<file path="src/rtl/mem_stage.sv">
`timescale 1ns/1ps
`default_nettype none
// ============================================================================
// Module      : mem_stage
// Description : Memory-access pipeline stage of the 5-stage MIPS core.
//               Registers the execute payload, holds synchronous SRAM read
//               data across writeback stalls, extracts load results
//               (LW/LH/LHU/LB/LBU/LWL/LWR) and carries exception/CP0 fields
//               through to writeback.
// Revision    : 1.0 - initial release
// ============================================================================
module mem_stage #(
    parameter int ES_TO_MS_BUS_WD = 123,
    parameter int MS_TO_WS_BUS_WD = 83
) (
    input  logic                       clk,
    input  logic                       reset,
    input  logic                       ws_allowin,
    output logic                       ms_allowin,
    input  logic                       es_to_ms_valid,
    input  logic [ES_TO_MS_BUS_WD-1:0] es_to_ms_bus,
    input  logic [31:0]                data_sram_rdata,
    output logic                       ms_to_ws_valid,
    output logic [MS_TO_WS_BUS_WD-1:0] ms_to_ws_bus,
    output logic                       ms_to_es_bus,
    output logic [31:0]                ms_forward,
    output logic [6:0]                 ms_to_ds_addr,
    input  logic                       ex_from_ws
);

    logic                       r_ms_valid;
    logic [ES_TO_MS_BUS_WD-1:0] r_es_bus;
    logic                       r_first_cycle;
    logic                       r_rbuf_v;
    logic [31:0]                r_rbuf;

    logic        w_accept;
    logic        w_flush;
    logic [31:0] w_rdata_eff;

    // Decoded fields of the registered execute payload
    logic        w_mtc0_we;
    logic [4:0]  w_cp0_addr;
    logic        w_ex;
    logic [4:0]  w_excode;
    logic        w_res_from_cp0;
    logic        w_lwl;
    logic        w_lwr;
    logic [31:0] w_rt_value;
    logic        w_ld_w;
    logic        w_ld_h;
    logic        w_ld_b;
    logic        w_ld_sign;
    logic [1:0]  w_addr_lo;
    logic        w_gr_we;
    logic [4:0]  w_dest;
    logic [31:0] w_alu_result;
    logic [31:0] w_pc;

    logic [15:0] w_half;
    logic [7:0]  w_byte;
    logic [31:0] w_lwl_data;
    logic [31:0] w_lwr_data;
    logic [31:0] w_final_result;
    logic        w_gr_we_out;
    logic        w_is_load;

    assign {w_mtc0_we, w_cp0_addr, w_ex, w_excode, w_res_from_cp0,
            w_lwl, w_lwr, w_rt_value,
            w_ld_w, w_ld_h, w_ld_b, w_ld_sign, w_addr_lo,
            w_gr_we, w_dest, w_alu_result, w_pc} = r_es_bus;

    // Handshake: this stage always completes in one cycle
    assign ms_allowin     = ~r_ms_valid | ws_allowin;
    assign ms_to_ws_valid = r_ms_valid;
    assign w_accept       = es_to_ms_valid & ms_allowin;
    assign w_flush        = reset | ex_from_ws;

    // Valid bit: a flush kills both the occupant and any instruction arriving
    always_ff @(posedge clk) begin
        if (w_flush) begin
            r_ms_valid <= 1'b0;
        end else if (ms_allowin) begin
            r_ms_valid <= es_to_ms_valid;
        end
    end

    // Payload register, loaded only on a real accept
    always_ff @(posedge clk) begin
        if (w_accept) begin
            r_es_bus <= es_to_ms_bus;
        end
    end

    // SRAM data is only valid in the first cycle; keep a copy if writeback stalls
    always_ff @(posedge clk) begin
        if (w_flush) begin
            r_first_cycle <= 1'b0;
            r_rbuf_v      <= 1'b0;
        end else begin
            r_first_cycle <= w_accept;
            if (w_accept) begin
                r_rbuf_v <= 1'b0;
            end else if (r_ms_valid && r_first_cycle && !ws_allowin) begin
                r_rbuf_v <= 1'b1;
                r_rbuf   <= data_sram_rdata;
            end
        end
    end

    assign w_rdata_eff = r_rbuf_v ? r_rbuf : data_sram_rdata;

    // Sub-word selection and unaligned-load merging
    always_comb begin
        w_half = w_addr_lo[1] ? w_rdata_eff[31:16] : w_rdata_eff[15:0];
        case (w_addr_lo)
            2'd0:    w_byte = w_rdata_eff[7:0];
            2'd1:    w_byte = w_rdata_eff[15:8];
            2'd2:    w_byte = w_rdata_eff[23:16];
            default: w_byte = w_rdata_eff[31:24];
        endcase
        case (w_addr_lo)
            2'd0:    w_lwl_data = {w_rdata_eff[7:0],  w_rt_value[23:0]};
            2'd1:    w_lwl_data = {w_rdata_eff[15:0], w_rt_value[15:0]};
            2'd2:    w_lwl_data = {w_rdata_eff[23:0], w_rt_value[7:0]};
            default: w_lwl_data = w_rdata_eff;
        endcase
        case (w_addr_lo)
            2'd0:    w_lwr_data = w_rdata_eff;
            2'd1:    w_lwr_data = {w_rt_value[31:24], w_rdata_eff[31:8]};
            2'd2:    w_lwr_data = {w_rt_value[31:16], w_rdata_eff[31:16]};
            default: w_lwr_data = {w_rt_value[31:8],  w_rdata_eff[31:24]};
        endcase
    end

    // Result mux; an excepting instruction passes its address through for BadVAddr
    always_comb begin
        w_final_result = w_alu_result;
        if (!w_ex) begin
            if (w_ld_w) begin
                w_final_result = w_rdata_eff;
            end else if (w_ld_h) begin
                w_final_result = {{16{w_ld_sign & w_half[15]}}, w_half};
            end else if (w_ld_b) begin
                w_final_result = {{24{w_ld_sign & w_byte[7]}}, w_byte};
            end else if (w_lwl) begin
                w_final_result = w_lwl_data;
            end else if (w_lwr) begin
                w_final_result = w_lwr_data;
            end
        end
    end

    assign w_gr_we_out = w_gr_we & ~w_ex;
    assign w_is_load   = w_ld_w | w_ld_h | w_ld_b | w_lwl | w_lwr;

    assign ms_to_ws_bus  = {w_mtc0_we, w_cp0_addr, w_ex, w_excode, w_res_from_cp0,
                            w_gr_we_out, w_dest, w_final_result, w_pc};
    assign ms_to_es_bus  = r_ms_valid & w_ex;
    assign ms_forward    = w_final_result;
    assign ms_to_ds_addr = {r_ms_valid & w_gr_we_out, w_is_load, w_dest};

endmodule
`default_nettype wire

</file>
<file path="config.mk">
export PLATFORM = sky130hd
export DESIGN_NAME = mem_stage
export DESIGN_NICKNAME = d
export VERILOG_FILES = /design/src/rtl/mem_stage.sv
export SDC_FILE = /design/constraint.sdc
export NUM_CORES = 1
export LEC_CHECK = 0
export ABC_AREA = 0
export CAP_MARGIN = 25
export CELL_PAD_IN_SITES_DETAIL_PLACEMENT = 0
export CELL_PAD_IN_SITES_GLOBAL_PLACEMENT = 1
export CORE_ASPECT_RATIO = 1.2
export CORE_MARGIN = 1.5
export CORE_UTILIZATION = 34
export CTS_CLUSTER_SIZE = 30
export DETAILED_ROUTE_END_ITERATION = 10
export PLACE_DENSITY_LB_ADDON = 0.2
export SKIP_CTS_REPAIR_TIMING = 1
export SLEW_MARGIN = 20
export SYNTH_ARGS = -nofsm -noshare
export SYNTH_HDL_FRONTEND = slang
export SYNTH_SLANG_ARGS = --single-unit
</file>
<file path="constraint.sdc">
create_clock -name clk -period 3.25 [get_ports clk]
set_clock_uncertainty 0.1 [all_clocks]
set_input_delay 0.325 -clock clk [delete_from_list [all_inputs] [get_ports clk]]
set_output_delay 0.325 -clock clk [all_outputs]
set_load 0.05 [all_outputs]
</file>
==> impl_metrics.json <==
{
  "grt_max_degree": 124,
  "yosysWarningCount": 0,
  "maxSlewHeadroom_pct": 54.02,
  "period_needed_ns": 3.167,
  "final_hold_viol_count": 0,
  "clock-root-buffer": "clkbuf_16",
  "synth.cell_area_sq_um": 9136,
  "critPathRequiredTime_ns": 2.82,
  "cts_tree": "built",
  "clk-insertion-delay-late_ns": 0.43,
  "synth_cell_types": 52,
  "port_buffers": 284,
  "fin_crit_sh_pct": 97.45,
  "floorplan.initialDensity_pct": 34.67,
  "whs_ns": 0.3448,
  "ys_seq_area_share_pct": 51.60,
  "syn-num-nets": 875,
  "clockBufferDepth": 2,
  "drive_gt1_share_pct": 24.77,
  "hold_class": "primary input to flop",
  "gr-total-overflow": 0,
  "synth_area_per_cell_sq_um": 12.78,
  "syn_inst": 715,
  "track_usage_pct": 20.91,
  "core-area_sq_um": 26350,
  "wl_microns": 30240,
  "ioPinCount": 285,
  "gp_congestion": 0.7789,
  "ys.flop_type": "edfxtp_1",
  "ant_nets": 0,
  "final-max-slew-violation-count": 0,
  "max_freq_mhz": 315.8,
  "post_drt_wl_per_cell_microns": 23.31,
  "synth-edff-count": 155,
  "drt-initial-drc-count": 395,
  "cellPowerDensity_nw_per_um2": 470.6,
  "crit_end": "ms_to_ws_bus[59]",
  "numCtsBuffers": 17,
  "worstPathArrival_ns": 2.74,
  "cp_max_fo": 24,
  "dp_hpwl_microns": 21530,
  "die_area_sq_um": 27870,
  "slowest_delay_ns": 0.53,
  "leakage_nw": 4.599,
  "drc": 0,
  "final_net_count": 1108,
  "status": "finished clean",
  "critPathLaunch": "r_es_bus[70]",
  "viasPerCell": 5.444,
  "grt_pass1_vias": 7058,
  "num_vias": 7061,
  "dr.pass1.iters": 5,
  "clock_sinks": 158,
  "endpoint_kind": "output port",
  "r2r_slack_ns": 1.44,
  "area_growth_pct": 43.56,
  "ys_ff_latch": 158,
  "setup_viol": 0,
  "maxCapViolCount": 0,
  "r2r_end": "r_es_bus[90]",
  "dieWidth_microns": 152.6,
  "irDropWorstVdd_uv": 326.8,
  "path_class": "flop to output port",
  "fin_ws_ns": 0.08301,
  "pre_cts_slack_ns": 0.1841,
  "grt_pass1_wl_microns": 43270,
  "antenna_found_initial": 1,
  "critPathSlowestCell": "mux4_2",
  "die_height_microns": 182.6,
  "clk_pin_slew_ns": 0.07,
  "num_rows": 65,
  "cts-htree-levels": 4,
  "async_flop_share_pct": 0,
  "cp-start-kind": "flop",
  "crit_chain": "buf_4 > buf_12 > mux4_2 > mux2i_2 > a21oi_1 > buf_4 > nand2_1 > a21oi_1 > buf_12",
  "reg2regPathDepth": 5,
  "tightest_slew_ns": 0.6897,
  "p_total_mw": 6.172,
  "r2r-start": "ms_to_ws_valid"
}
flip-flops by register name (all words and copies together) (netlist names):
register and cells:
r_rbuf_v 1, r_first_cycle 1, r_rbuf 32, ms_to_ws_valid 1, r_es_bus 123
power breakdown:
group          internal [mW]  switching [mW]  total [mW]
clock network           1.23           0.887        2.11
registers               2.35          0.0458        2.39
logic                  0.732           0.932        1.66
worst min path at each step:
| stage | to | from | depth (start not counted) |
|---|---|---|---|
| floorplan | ms_to_ws_valid | reset | 1 |
| global placement | r_rbuf_v | r_first_cycle | 2 |
| detailed placement | r_rbuf_v | r_first_cycle | 2 |
| CTS | r_es_bus[118] | es_to_ms_bus[118] | 1 |
| global route | r_es_bus[119] | es_to_ms_bus[119] | 1 |
| finish | r_es_bus[1] | es_to_ms_bus[1] | 1 |
Yosys cell counts (3+ instances only):
master / count / share of area, %
nand2_1: 40 / 1.6
o221ai_1: 5 / 0.48
nand2b_1: 3 / 0.21
nand3_1: 8 / 0.44
mux2_2: 17 / 2.1
dfxtp_1: 3 / 0.66
nor2b_1: 5 / 0.34
a21oi_1: 66 / 3.6
or2_2: 4 / 0.27
a31oi_1: 11 / 0.75
a22o_1: 7 / 0.67
mux4_1: 17 / 4.9
nor3_1: 4 / 0.22
a211oi_1: 17 / 1.4
buf_2: 10 / 0.55
buf_6: 4 / 0.49
mux4_2: 29 / 7.1
edfxtp_1: 155 / 51
mux2i_1: 31 / 3.4
o22ai_1: 12 / 0.82
a22oi_1: 10 / 0.82
and2_1: 5 / 0.34
nor2_1: 36 / 1.5
o22a_1: 7 / 0.67
o211ai_1: 11 / 0.90
nor3b_1: 4 / 0.33
clkbuf_1: 26 / 1.1
buf_4: 95 / 7.8
inv_1: 6 / 0.25
a221o_1: 5 / 0.55
o21ai_0: 29 / 1.6
a221oi_1: 4 / 0.38
o2111ai_1: 3 / 0.29
cell usage in the layout (no fill, tap or decap), drive strengths merged, types with 11 or more instances in the layout:
cell type      count
o21ai             29
mux2i             31
mux2              17
o211ai            11
a211oi            17
nor2              39
nand2             40
clkdlybuf4s50    219
edfxtp           155
a21oi             66
buf              133
a31oi             11
o22ai             12
mux4              46
clkbuf            20
stage by stage:
| stage | setup TNS, ns | util (%) | area, sq um | cells |
|---|---|---|---|---|
| after global placement | 0 | 46.57 | 12270 | 1246 |
| after global routing | -0.3299 | 49.78 | 13120 | 1297 |
| after floorplan | 0 | - | 9154 | 715 |
| final | 0 | 49.78 | 13120 | 1297 |
| after CTS | -4.199 | 48.90 | 12880 | 1278 |
| after detailed placement | 0 | 46.57 | 12270 | 1246 |
kinds of logic after synthesis:
family | synth area share (%)
AND/OR/NAND/NOR | 5.957
flip-flops | 51.60
AO/OA/AOI/OAI | 13.97
buffers and inverters | 10.94
multiplexers | 17.53
worst max-delay path: cells and delay by family (launching register included):
family | cells | cell delay (ns)
and+or+nand+nor | 1 | 0.08
muxes | 2 | 0.81
buffers and inverters | 4 | 0.74
DFF | 1 | 0.37
AOI/OAI and AO/OA | 2 | 0.28
metal layers:
| layer | wire length (microns) | up-vias | track usage, % | share of wire, % |
|---|---|---|---|---|
| met2 | 15020 | 363 | 34.67 | 50 |
| met3 | 2407 | 49 | 5.842 | 8.0 |
| li1 | - | 3199 | - | - |
| met4 | 1086 | 0 | 9.692 | 3.6 |
| met1 | 11730 | 3450 | 25.23 | 39 |
| met5 | 0 | - | 0 | 0 |
layout make-up:
cell class,count,area [sq um]
fillers,2410,13230
diodes,1,2.502
clock inverters,14,183.9
inverters,8,33.78
clock buffers,18,429.2
flip-flops and latches,158,4722
well taps,335,419.2
multi-input cells,409,3477
repair buffers,354,3849
(Power assumes the default switching activity.)
